===== src/rtl/bus_codes_pkg.sv =====
// ============================================================================
// Module      : bus_codes_pkg
// Description : Bus code, opcode and sequencer state encodings shared by the
//               bus sequencer and the bus decoder.
// Revision    : 1.0 - initial release
// ============================================================================
`default_nettype none

package bus_codes_pkg;

    localparam logic [3:0] CODE_NONE  = 4'd0;
    localparam logic [3:0] CODE_A     = 4'd1;
    localparam logic [3:0] CODE_B     = 4'd2;
    localparam logic [3:0] CODE_C     = 4'd3;
    localparam logic [3:0] CODE_D     = 4'd4;
    localparam logic [3:0] CODE_CONST = 4'd5;
    localparam logic [3:0] CODE_TL    = 4'd6;
    localparam logic [3:0] CODE_TH    = 4'd7;
    localparam logic [3:0] CODE_ALU   = 4'd8;
    localparam logic [3:0] CODE_MEM   = 4'd15;

    localparam logic [3:0] OP_NOP   = 4'd0;
    localparam logic [3:0] OP_MOV   = 4'd1;
    localparam logic [3:0] OP_ALU   = 4'd2;
    localparam logic [3:0] OP_STORE = 4'd3;
    localparam logic [3:0] OP_SWAP  = 4'd4;

    typedef enum logic [2:0] {
        ST_IDLE     = 3'd0,
        ST_EXEC     = 3'd1,
        ST_WAIT_MEM = 3'd2,
        ST_SWAP1    = 3'd3,
        ST_SWAP2    = 3'd4
    } seq_state_t;

    // Register-file style codes (A..TH) are the only ones both loadable and drivable.
    function automatic logic is_reg_code(input logic [3:0] code);
        return (code >= CODE_A) && (code <= CODE_TH);
    endfunction

    function automatic logic is_gpr_code(input logic [3:0] code);
        return (code >= CODE_A) && (code <= CODE_D);
    endfunction

endpackage

`default_nettype wire


===== src/rtl/bus_code_check.sv =====
// ============================================================================
// Module      : bus_code_check
// Description : Combinational legality check of a micro-instruction's
//               (op, dst, src) fields.
// Revision    : 1.0 - initial release
// ============================================================================
`default_nettype none

module bus_code_check
    import bus_codes_pkg::*;
(
    input  logic [3:0] i_op,
    input  logic [3:0] i_dst,
    input  logic [3:0] i_src,
    output logic       o_illegal
);

    always_comb begin
        o_illegal = 1'b1;
        case (i_op)
            OP_NOP:   o_illegal = 1'b0;
            OP_MOV:   o_illegal = !(is_reg_code(i_dst) &&
                                    (is_reg_code(i_src) || (i_src == CODE_ALU)));
            OP_ALU:   o_illegal = !is_reg_code(i_dst);
            OP_STORE: o_illegal = !((is_reg_code(i_dst) || (i_dst == CODE_MEM)) &&
                                    is_reg_code(i_src));
            OP_SWAP:  o_illegal = !(is_gpr_code(i_dst) && is_gpr_code(i_src));
            default:  o_illegal = 1'b1;
        endcase
    end

endmodule

`default_nettype wire


===== src/rtl/bus_sequencer.sv =====
// ============================================================================
// Module      : bus_sequencer
// Description : Steps 16-bit micro-instructions through 1-3 bus cycles and
//               drives the registered encoded bus control word.
//               Optional memory-wait timeout: define BUS_SEQ_TIMEOUT_EN.
// Revision    : 1.0 - initial release
// ============================================================================
`default_nettype none

module bus_sequencer
    import bus_codes_pkg::*;
#(
    parameter int MEM_TIMEOUT = 16
) (
    input  logic        clk,
    input  logic        reset_in,
    input  logic [15:0] instr,
    input  logic        instr_valid,
    output logic        instr_ready,
    input  logic        mem_ready,
    output logic [3:0]  MainAssert,
    output logic [3:0]  MainLoad,
    output logic [1:0]  LhsAssert,
    output logic [1:0]  RhsAssert,
    output logic        busy,
    output logic        illegal,
    output logic        mem_timeout
);

    if (MEM_TIMEOUT < 1) begin : g_bad_timeout
        $error("MEM_TIMEOUT must be at least 1");
    end

    seq_state_t state_q, state_d;
    logic [3:0] main_assert_q, main_assert_d;
    logic [3:0] main_load_q, main_load_d;
    logic [1:0] lhs_q, lhs_d;
    logic [1:0] rhs_q, rhs_d;
    logic       busy_q, busy_d;
    logic       illegal_q, illegal_d;
    logic       swap_q, swap_d;
    logic [3:0] src_q, src_d;
    logic [3:0] dst_q, dst_d;
    logic       final_step;
    logic       instr_ill;

    wire [3:0] op_f  = instr[15:12];
    wire [3:0] dst_f = instr[11:8];
    wire [3:0] src_f = instr[7:4];

`ifdef BUS_SEQ_TIMEOUT_EN
    localparam int         CNT_W     = $clog2(MEM_TIMEOUT + 1);
    localparam logic [CNT_W-1:0] C_TIMEOUT = CNT_W'(MEM_TIMEOUT);
    logic [CNT_W-1:0] cnt_q, cnt_d;
    logic             timeout_q, timeout_d;
    assign mem_timeout = timeout_q;
`else
    assign mem_timeout = 1'b0;
`endif

    bus_code_check u_check (
        .i_op      (op_f),
        .i_dst     (dst_f),
        .i_src     (src_f),
        .o_illegal (instr_ill)
    );

    assign instr_ready = final_step;
    assign MainAssert  = main_assert_q;
    assign MainLoad    = main_load_q;
    assign LhsAssert   = lhs_q;
    assign RhsAssert   = rhs_q;
    assign busy        = busy_q;
    assign illegal     = illegal_q;

    always_comb begin
        state_d       = state_q;
        main_assert_d = main_assert_q;
        main_load_d   = main_load_q;
        lhs_d         = lhs_q;
        rhs_d         = rhs_q;
        illegal_d     = 1'b0;
        swap_d        = swap_q;
        src_d         = src_q;
        dst_d         = dst_q;
`ifdef BUS_SEQ_TIMEOUT_EN
        cnt_d         = cnt_q;
        timeout_d     = 1'b0;
`endif

        case (state_q)
            ST_IDLE:     final_step = 1'b1;
            ST_EXEC:     final_step = !swap_q;
            ST_WAIT_MEM: final_step = mem_ready;
            ST_SWAP2:    final_step = 1'b1;
            default:     final_step = 1'b0;
        endcase

        if (final_step) begin
            // Either go idle or load the next op's step-1 codes with no bubble.
            state_d       = ST_IDLE;
            main_assert_d = CODE_NONE;
            main_load_d   = CODE_NONE;
            lhs_d         = 2'd0;
            rhs_d         = 2'd0;
            swap_d        = 1'b0;
            if (instr_valid) begin
                state_d = ST_EXEC;
                if (instr_ill) begin
                    illegal_d = 1'b1;
                end else begin
                    case (op_f)
                        OP_MOV: begin
                            main_assert_d = src_f;
                            main_load_d   = dst_f;
                        end
                        OP_ALU: begin
                            main_assert_d = CODE_ALU;
                            main_load_d   = dst_f;
                            lhs_d         = instr[3:2];
                            rhs_d         = instr[1:0];
                        end
                        OP_STORE: begin
                            state_d       = ST_WAIT_MEM;
                            main_assert_d = src_f;
                            main_load_d   = CODE_MEM;
`ifdef BUS_SEQ_TIMEOUT_EN
                            cnt_d         = '0;
`endif
                        end
                        OP_SWAP: begin
                            main_assert_d = src_f;
                            main_load_d   = CODE_TL;
                            swap_d        = 1'b1;
                            src_d         = src_f;
                            dst_d         = dst_f;
                        end
                        default: ;
                    endcase
                end
            end
        end else begin
            case (state_q)
                ST_EXEC: begin
                    state_d       = ST_SWAP1;
                    main_assert_d = dst_q;
                    main_load_d   = src_q;
                end
                ST_SWAP1: begin
                    state_d       = ST_SWAP2;
                    main_assert_d = CODE_TL;
                    main_load_d   = dst_q;
                end
`ifdef BUS_SEQ_TIMEOUT_EN
                ST_WAIT_MEM: begin
                    cnt_d = cnt_q + 1'b1;
                    if (cnt_d == C_TIMEOUT) begin
                        state_d       = ST_IDLE;
                        main_assert_d = CODE_NONE;
                        main_load_d   = CODE_NONE;
                        timeout_d     = 1'b1;
                    end
                end
`endif
                default: ;
            endcase
        end

        busy_d = (state_d != ST_IDLE);
    end

    always_ff @(posedge clk or negedge reset_in) begin
        if (!reset_in) begin
            state_q       <= ST_IDLE;
            main_assert_q <= CODE_NONE;
            main_load_q   <= CODE_NONE;
            lhs_q         <= 2'd0;
            rhs_q         <= 2'd0;
            busy_q        <= 1'b0;
            illegal_q     <= 1'b0;
            swap_q        <= 1'b0;
            src_q         <= 4'd0;
            dst_q         <= 4'd0;
`ifdef BUS_SEQ_TIMEOUT_EN
            cnt_q         <= '0;
            timeout_q     <= 1'b0;
`endif
        end else begin
            state_q       <= state_d;
            main_assert_q <= main_assert_d;
            main_load_q   <= main_load_d;
            lhs_q         <= lhs_d;
            rhs_q         <= rhs_d;
            busy_q        <= busy_d;
            illegal_q     <= illegal_d;
            swap_q        <= swap_d;
            src_q         <= src_d;
            dst_q         <= dst_d;
`ifdef BUS_SEQ_TIMEOUT_EN
            cnt_q         <= cnt_d;
            timeout_q     <= timeout_d;
`endif
        end
    end

endmodule

`default_nettype wire


===== config.mk =====
export PLATFORM = sky130hd
export DESIGN_NAME = bus_sequencer
export DESIGN_NICKNAME = d
export VERILOG_FILES = /design/src/rtl/bus_codes_pkg.sv /design/src/rtl/bus_code_check.sv /design/src/rtl/bus_sequencer.sv
export SDC_FILE = /design/constraint.sdc
export NUM_CORES = 1
export LEC_CHECK = 0
export ABC_AREA = 0
export CORE_MARGIN = 2
export CORE_UTILIZATION = 50
export DETAILED_ROUTE_END_ITERATION = 12
export PLACE_DENSITY = 0.8
export SLEW_MARGIN = 20
export SYNTH_ARGS = -nofsm -noshare
export SYNTH_HDL_FRONTEND = slang
export SYNTH_HIERARCHICAL = 1
export SYNTH_SLANG_ARGS = --single-unit

===== constraint.sdc =====
create_clock -name clk -period 2.25 [get_ports clk]
set_input_delay 0.5625 -clock clk [delete_from_list [all_inputs] [get_ports clk]]
set_output_delay 0.5625 -clock clk [all_outputs]
set_load 0.02 [all_outputs]

== Word level (Yosys, flattened, before mapping) ==
Cells that the tools add are included.
Word-level totals
  flip-flop bits (word level): 26
  bits in latches: 0
  memory bits (writable): 0
  bits in read-only memories: 0
  input port bits: 20
  output and inout port bits: 16
  word-level logic and storage cells: 78
  memories: 0
Operators by class
  add/sub/neg operators: 0
  $mul: 0
  div/mod/pow operators: 0
  magnitude comparators: 6
  equal/unequal tests: 10
  shift operators: 0
  multiplexer cells: 29
  bitwise operators: 1
  reduce and logical (&&, ||, !) cells: 22
Operators with widths (number)
  4-bit two-way mux: 6
  4-bit case mux with 2 select lines: 3
  2-bit two-way mux: 9
  4-bit by 3-bit <= comparator with 1-bit output, second input constant: 4
  4-bit case mux with 3 select lines: 1
  4-bit by 2-bit equality test with 1-bit output, second input constant: 2
  4-bit equality test, second input constant: 2
  4-bit by 1-bit >= comparator with 1-bit output, second input constant: 2
  1-bit logical AND: 7
  3-bit by 2-bit equality test with 1-bit output, second input constant: 2
  1-bit two-way mux: 6
  3-bit case mux with 2 select lines: 1
  3-bit nonzero test: 2
  1-bit logical NOT: 5
  1-bit case mux with 5 select lines: 1
  4-bit by 1-bit equality test with 1-bit output, second input constant: 1
  4-bit by 3-bit equality test with 1-bit output, second input constant: 1
  4-bit logical NOT: 1
  4-bit AND reduction: 1
  2-bit OR reduction: 2
  3-bit by 1-bit equality test with 1-bit output, second input constant: 1
  3-bit equality test, second input constant: 1
  3-bit logical NOT: 1
  3-bit two-way mux: 1
  other kinds (4): 5

== Logic depth before layout (Yosys ltp) ==
Gate-level depths: netlist (run 1).
  word-level depth: 10
  mapped depth: 8
  gate-level depth less buffers: 8

== By module ==
The synthesis (run 1) kept the hierarchy.
Modules (own cells, without submodules)
  bus_sequencer: instances 1, cells an instance 152, area each 1465.2 sq um, sequential area each 650.6 sq um
  bus_code_check: instances 1, cells an instance 17, area each 123.9 sq um, sequential area each 0.0 sq um

== Worst setup path before layout (run 1) ==
No wires, ideal clock.
  path kind: in2reg
  start point: in instr[6]
  end point: reg dst_q[0]
  setup time: 0.125 ns
  arrival time: 2.739 ns
  required time: 2.125 ns
  path slack: -0.614 ns
  stages: 8
  path buffers: 0
  cells stage by stage: or3_4 -> or4b_4 -> o22ai_2 -> o211ai_1 -> or3b_1 -> nor2_4 -> o21ai_4 -> mux2_4
On the way
  cells in the longest elaborated chain, start to end: 8
  elaborated cells between the ends (all ways): 16
  classes of those cells: 3 x order compare; 1 x eq/ne; 1 x mux; 1 x bitwise; 10 x reduce/logical
RTL lines
  start: declaration: line bus_sequencer.sv:17  | input logic [15:0] instr,
  4-bit by 1-bit >= comparator with 1-bit output / 4-bit by 3-bit <= comparator with 1-bit output (equally long branches): line bus_codes_pkg.sv:38, bus_codes_pkg.sv:42
  1-bit logical AND: line bus_codes_pkg.sv:38  | return (code >= CODE_A) && (code <= CODE_TH);
  1-bit logical OR: line bus_code_check.sv:23  | (is_reg_code(i_src) || (i_src == CODE_ALU)));
  1-bit logical AND: line bus_code_check.sv:22  | OP_MOV: o_illegal = !(is_reg_code(i_dst) &&
  1-bit logical NOT: line bus_code_check.sv:22
  1-bit case mux with 5 select lines *: line bus_code_check.sv:20  | case (i_op)
  named net instr_ill: line bus_sequencer.sv:45  | logic instr_ill;
  1-bit inverter (no source line) *
  4-bit AND reduction (no source line) *
  end signal: assignment: line bus_sequencer.sv:198  | dst_q <= dst_d;
  end: declaration: line bus_sequencer.sv:43  | logic [3:0] dst_q, dst_d;
The timed path passes the listed nets; every way through them passes the cells marked *.
A chain may end at the register's enable or synchronous reset.

== Final worst setup path (run 1) ==
  start point: in instr[4]
  end point: reg src_q[2]
On the way
  cells in the longest elaborated chain, start to end: 8
  elaborated cells between the ends (all ways): 16
  classes of those cells: 3 x order compare; 1 x eq/ne; 1 x mux; 1 x bitwise; 10 x reduce/logical
RTL lines
  4-bit by 1-bit >= comparator with 1-bit output / 4-bit by 3-bit <= comparator with 1-bit output (equally long branches): line bus_codes_pkg.sv:38, bus_codes_pkg.sv:42
  1-bit logical AND: line bus_codes_pkg.sv:38
  1-bit logical OR: line bus_code_check.sv:23
  1-bit logical AND: line bus_code_check.sv:22
  1-bit logical NOT: line bus_code_check.sv:22
  1-bit case mux with 5 select lines *: line bus_code_check.sv:20
  named net instr_ill: line bus_sequencer.sv:45
  1-bit inverter (no source line) *
  4-bit AND reduction (no source line) *
  end signal: assignment: line bus_sequencer.sv:197  | src_q <= src_d;
  end: declaration: line bus_sequencer.sv:42  | logic [3:0] src_q, src_d;
Marked as above.

==> results of run 1 <==
==> cell families (layout without fill, tap and decap cells) <==
kind of cell / after synthesis / count (layout) / share of synthesized area (%)
mux: 12 / 12 / 10.4
other cells: 1 / 1 / 0.236
buf+inv: 14 / 73 / 4.41
flops: 26 / 26 / 40.9
compound gates: 50 / 51 / 19.7
simple gates: 66 / 66 / 24.3
==> per-layer routing <==
| metal | vias to the layer above | part of all wire [%] | GRT usage [%] |
|---|---|---|---|
| met4 | 0 | 4.1 | 12.4 |
| met2 | 74 | 48 | 41.1 |
| li1 | 738 | - | - |
| met1 | 729 | 42 | 33.1 |
| met5 | - | 0 | 0 |
| met3 | 23 | 5.9 | 2.77 |
==> worst reg2reg max path, cell delays in order (launching register included) <==
cell and delay [ns]:
dfrtp_1 0.49, inv_2 0.09, o21a_1 0.15, buf_4 0.14, buf_4 0.17, o21ai_4 0.25, mux2_4 0.34
==> synth_stat cells (2+ instances only) <==
cell,count,area (um^2)
nand2b_1,4,25.0
o211ai_1,2,15.0
nand3_1,8,40.0
o221ai_1,3,26.3
nand3b_1,3,22.5
or2_2,3,18.8
a211oi_1,3,22.5
inv_1,3,11.3
or4b_4,2,27.5
a31oi_1,7,43.8
nor4_1,2,12.5
nor2b_1,2,12.5
mux2_2,4,45.0
a21oi_1,9,45.0
o21ai_1,12,60.1
clkbuf_1,2,7.51
o21ai_0,8,40.0
mux2_4,8,120
dfrtp_1,26,651
inv_2,2,7.51
nand2_1,12,45.0
buf_2,5,25.0
nor2_1,16,60.1
==> area by class of cell <==
| class | count | area (um^2) |
|---|---|---|
| sequential | 26 | 651 |
| timing repair buffer | 64 | 574 |
| multi-input combinational | 130 | 970 |
| clock buffer | 4 | 36.3 |
| tap | 44 | 55.1 |
| inverter | 5 | 18.8 |
| fill | 210 | 723 |
==> worst paths after layout <==
check	endpoint	slack, ns	cells past startpoint	start
min in group asynchronous	state_q[0]	0.57	2	reset_in
worst max register to register	src_q[2]	0.53	6	state_q[2]
max in group asynchronous	busy	1.41	2	reset_in
worst max-delay path	src_q[2]	-0.36	9	instr[4]
worst min register to register	RhsAssert[1]	0.53	2	RhsAssert[1]
worst min-delay path	RhsAssert[1]	0.53	2	RhsAssert[1]
==> state kept, by name (all words and copies together), names as in the netlist <==
name / cells
RhsAssert: 2
LhsAssert: 2
src_q: 4
MainAssert: 4
dst_q: 4
MainLoad: 4
illegal: 1
state_q: 3
busy: 1
swap_q: 1
==> report_power, final <==
group | internal [W] | total [W] | switching, W | leakage, nW
Combinational | 0.000130 | 0.000254 | 0.000125 | 0.648
Sequential | 0.000494 | 0.000515 | 0.0000204 | 0.350
Clock | 0.0000990 | 0.000247 | 0.000148 | 0.0210
==> timing repair <==
action,CTS,global route
gates cloned,1,0
setup buffers,4,4
pin swaps,16,10
resized for setup,30,10
endpoints found under the setup margin,25,22
==> through the flow <==
step | power, W | hold slack, ns | util (%) | area, um^2
5_1_grt | 0.00105 | 0.550 | 76.1 | 2300
4_1_cts | 0.000991 | 0.528 | 73.7 | 2230
2_1_floorplan | 0.000630 | 0.267 | - | 1600
3_5_place_dp | 0.000754 | 0.497 | 70.1 | 2120
3_3_place_gp | 0.000745 | 0.490 | 70.1 | 2120
6_report | 0.00102 | 0.529 | 76.1 | 2300
==> layout by cell type, fill, tap and decap left out, types with 2 or more instances in the layout <==
master	instances
buf_4	29
dfrtp_1	26
clkdlybuf4s50_1	26
nor2_1	16
o21ai_1	12
nand2_1	12
o21ai_0	8
nand3_1	8
mux2_4	8
a21oi_1	7
a31oi_1	7
nand2b_1	4
mux2_2	4
buf_6	4
nand3b_1	3
inv_1	3
a211oi_2	3
clkbuf_4	3
dlymetal6s2s_1	3
inv_2	2
or2_2	2
or4b_4	2
nor4_4	2
or3b_4	2
o21ai_4	2
a21oi_2	2
o211ai_1	2
o221ai_1	2
==> results.tsv, run 1 <==
stage	metric	value	unit
floorplan	die_w	60.4	um
clock_tree	cts_max_level	1	
worst_setup_path	crit_arrival	2.84	ns
logic_synthesis	synth_ff_type	dfrtp_1	
place	gp_congestion	0.853	
route	drc	0	
run_status	status	finished with violations	
floorplan	die_h	60.4	um
route	ant_nets	0	
sta	report.final.slew_viol_count	0	
grt	overflow	0	
place	dp.final_hpwl	3.18	mm
floorplan	start_util	52.5	%
route	firstDrtPassIters	4	
run_status	violations	setup timing	
clock_tree	cts_buffer_depth	2	
clock_tree	clkSinkCount	26	
floorplan	pin_count	36	
logic_synthesis	synth_nets	189	
grt	grt_use_total	25.1	%
worst_setup_path	path_max_fanout	5	
clock_tree	numCtsBuffers	3	
logic_synthesis	synth_edf_count	0	
place	io_buffers	34	
worst_setup_path	crit_chain	buf_6 > or3_4 > or4b_4 > o22ai_2 > o211ai_1 > or3b_4 > nor2_4 > o21ai_4 > mux2_4	
hold_path	hold_path_class	register to register	
route	avgRoutedWirePerCell	16.3	um
worst_setup_path	cp_num_buf_inv	1	
grt	grt_max_degree	27	
power	irDropWorstVdd	0.226	mV
sta	finalCritPeriodShare	116	%
logic_synthesis	syn_inst	169	
finish	drive_gt1_share	33.2	%
route	drt_iter0_drc	65	
grt	antenna_found_initial	0	
route	vias_per_cell	5.73	
sta	setup_viol	21	
logic_synthesis	netlist_area	1590	um^2
sta	fin_crit	2.61	ns
sta	final.setup.tns	-6.45	ns
grt	grt_pass1_wl	6.84	mm
logic_synthesis	yosysWarnings	6	
logic_synthesis	synthArstFlopShare	100	%
floorplan	core_area	3030	um^2
logic_synthesis	yosysUniqueCellTypes	46	
worst_setup_path	critPathCaptureType	register	
route	vias	1564	
route	totalWireLength	4.44	mm
finish	final_cells	273	
sta	hold_viol	0	
sta	rsz0062_at_grt	yes	
sta	fin_ws	-0.358	ns
job	cap_violations	0	
finish	area_growth	45.0	%
clock_tree	cts_tree	yes	
clock_tree	cts.clk_slew.worst_paths	0.16	ns
sta	max_freq	383	MHz
place	preCtsSetupSlack	-1.07	ns
logic_synthesis	synth_seq_area_share	40.9	%
finish	antennaDiodeCount	0	
grt	grt_pass1_vias	1500	
place	dp_cells	262	
floorplan	die_area	3650	um^2
worst_setup_path	slowest_stage	or4b_4	
worst_setup_path	cpPeakStageDelay	0.49	ns
clock_tree	clk-insertion-delay-late	0.33	ns
logic_synthesis	yosys_register_bits	26	
clock_tree	cts-root-buf	clkbuf_4	
power	leakage	1.02	nW
floorplan	rows	20	
power	power_density	441	nW/um^2
worst_setup_path	crit_family	simple AND/OR/NAND/NOR gates	
logic_synthesis	syn_area_per_cell	9.40	um^2
worst_setup_path	critPathLaunchType	input port	
worst_setup_path	crit_required	2.49	ns
worst_setup_path	crit_type	input port to register	
clock_tree	cts_hold_buf	0	
sta	fin_skew	0.0128	ns
finish	fin_nets	250	
(Power assumes the default switching activity.)
==> run 2: changes to the inputs <==
==> constraint.sdc (replaced) <==
create_clock -name clk -period 2.25 [get_ports clk]
set_input_delay 0.3375 -clock clk [delete_from_list [all_inputs] [get_ports clk]]
set_output_delay 0.3375 -clock clk [all_outputs]
set_load 0.02 [all_outputs]
==> run 2 against run 1 <==
  * The flow still finishes with violations (setup timing)
  * Total power is 5.1% lower
  * Wire length decreased by 0.50%
  * Clock skew decreased by 0.011 ns
  * First-iteration DRC count is 26% lower
  * Count of clock-buffer cells in the layout down 1
  * Design area is 0.81% lower
  * Clock power down 20%
  * Combinational power shrank 2%
  * Die area did not move
  * Utilization decreased by 0.62 points
  * Critical endpoint is now dst_q[2]
==> results.tsv, run 2 (same netlist as run 1, synthesis figures left out) <==
stage	metric	value	unit	change
finish	nFillCells	208		was 210
route	avgRoutedWirePerCell	16.4	um	was 16.3 um
floorplan	pin_count	36		unchanged
route	drt_iter0_drc	48		was 65
place	gp_congestion	0.840		was 0.853
clock_tree	cts.clk_slew.worst_paths	0.13	ns	was 0.16 ns
power	irDropWorstVdd	0.209	mV	was 0.226 mV
worst_setup_path	path_max_fanout	5		unchanged
clock_tree	cts_tree	yes		unchanged
sta	report.final.slew_viol_count	0		unchanged
finish	drive_gt1_share	32.4	%	was 33.2%
finish	multi_input_area	987	um^2	was 970 um^2
floorplan	core_area	3030	um^2	unchanged
place	dp.final_hpwl	3.24	mm	was 3.18 mm
route	ant_nets	0		unchanged
floorplan	rows	20		unchanged
clock_tree	cts_hold_buf	0		unchanged
grt	grt_pass1_vias	1496		was 1,500
floorplan	die_h	60.4	um	unchanged
worst_setup_path	crit_required	2.47	ns	was 2.49 ns
sta	fin_crit	2.53	ns	was 2.61 ns
grt	grt_use_total	26.3	%	was 25.1%
sta	finalCritPeriodShare	112	%	was 116%
clock_tree	cts-root-buf	clkbuf_4		unchanged
route	firstDrtPassIters	4		unchanged
clock_tree	clk-insertion-delay-late	0.32	ns	was 0.33 ns
route	drc	0		unchanged
worst_setup_path	crit_chain	buf_6 > or3_4 > or4b_4 > o22ai_2 > o211ai_1 > or3b_4 > nor2_4 > o21ai_4 > mux2_4		unchanged
finish	antennaDiodeCount	0		unchanged
sta	holdWs	0.335	ns	was 0.529 ns
floorplan	start_util	52.5	%	unchanged
power	leakage	0.960	nW	was 1.02 nW
worst_setup_path	reg2reg_slack	0.50	ns	was 0.53 ns
worst_setup_path	cpPeakStageDelay	0.53	ns	was 0.49 ns
finish	final_cells	269		was 273
finish	fin_nets	247		was 250
power	power_density	422	nW/um^2	was 441 nW/um^2
sta	final.setup.tns	-4.32	ns	was -6.45 ns
sta	fin_ws	-0.278	ns	was -0.358 ns
grt	grt_max_degree	27		unchanged
sta	max_freq	396	MHz	was 383 MHz
grt	antenna_found_initial	0		unchanged
route	vias_per_cell	5.60		was 5.73
hold_path	hold_path_class	input port to register		was register to register
finish	final_cell_mix	clkdlybuf4s50_1 (30), dfrtp_1 (25), buf_4 (25)		was buf_4 (29), dfrtp_1 (26), clkdlybuf4s50_1 (26)
finish	area_growth	43.9	%	was 45.0%
place	io_buffers	34		unchanged
clock_tree	cts_max_level	1		unchanged
worst_setup_path	crit_family	simple AND/OR/NAND/NOR gates		unchanged
worst_setup_path	crit_type	input port to register		unchanged
place	preCtsSetupSlack	-0.987	ns	was -1.07 ns
clock_tree	numCtsBuffers	3		unchanged
worst_setup_path	slowest_stage	or4b_4		unchanged
worst_setup_path	cp_num_buf_inv	1		unchanged
clock_tree	clkSinkCount	26		unchanged
worst_setup_path	critPathCaptureType	register		unchanged
sta	rsz0062_at_grt	yes		unchanged
sta	hold_viol	0		unchanged
floorplan	die_area	3650	um^2	unchanged
job	cap_violations	0		unchanged
run_status	status	finished with violations		unchanged
clock_tree	cts_buffer_depth	2		unchanged
floorplan	die_w	60.4	um	unchanged
finish	final_common_cell	clkdlybuf4s50_1		was buf_4
grt	grt_pass1_wl	6.91	mm	was 6.84 mm
sta	fin_skew	0.00183	ns	was 0.0128 ns
power	power.total	0.000965	W	was 0.00102 W
route	vias	1507		was 1,564
worst_setup_path	crit_arrival	2.75	ns	was 2.84 ns
sta	setup_viol	21		unchanged
place	dp_cells	261		was 262
worst_setup_path	critPathLaunchType	input port		unchanged
route	totalWireLength	4.42	mm	was 4.44 mm
finish	regArea	652	um^2	was 651 um^2
run_status	violations	setup timing		unchanged
grt	overflow	0		unchanged
## run 2: cell types whose count changed in the layout (fill, tap and decap cells not counted), sizes merged
cell,before,now
clkbuf,4,3
clkdlybuf4s50,26,30
dlymetal6s2s,3,1
buf,34,30
dlygate4sd2,1,0
## run 2: final cells by class
class / count / share of cell area [%]
timing repair buffer: 61 / 24.1
tap: 44 / 2.41
clock buffer: 3 / 0.985
inverter: 5 / 0.821
multi-input combinational: 130 / 43.2
sequential: 26 / 28.5
## run 2: metal layers
| metal | GRT usage (%) | share of wire, % | up-vias |
|---|---|---|---|
| met3 | 4.05 | 3.4 | 9 |
| met5 | 0 | 0 | - |
| met4 | 14.9 | 2.1 | 0 |
| li1 | - | - | 736 |
| met1 | 30.9 | 42 | 717 |
| met2 | 45.8 | 52 | 45 |
## run 2: what timing repair did
action | 4_1_cts | 5_1_grt
endpoints found under the setup margin | 23 | 22
gates cloned | 1 | 0
pin swaps | 18 | 11
setup buffers | 4 | 1
resized for setup | 28 | 8
## run 2: path summary, 6_finish.rpt
kind / cells after the start / endpoint / start
max: 9 / dst_q[2] / instr[5]
min: 3 / src_q[1] / instr[5]
max reg2reg: 5 / dst_q[2] / state_q[1]
min reg2reg: 2 / RhsAssert[1] / RhsAssert[1]
max in group asynchronous: 2 / state_q[0] / reset_in
min in group asynchronous: 2 / state_q[1] / reset_in
## run 2: worst min-delay path: cells and delay by family
kind | cells | cell delay [ns]
buf+inv | 2 | 0.17
mux | 1 | 0.13
## run 2: power by group
part           switching, W  internal [W]
sequential        0.0000234      0.000494
clock              0.000135     0.0000630
combinational      0.000123      0.000127
## run 2: stage by stage
step	util, %	area (um^2)
after floorplan	-	1600
final	75.5	2290
after detailed placement	69.8	2110
after global placement	69.8	2110
after CTS	74.5	2260
after global routing	75.5	2290
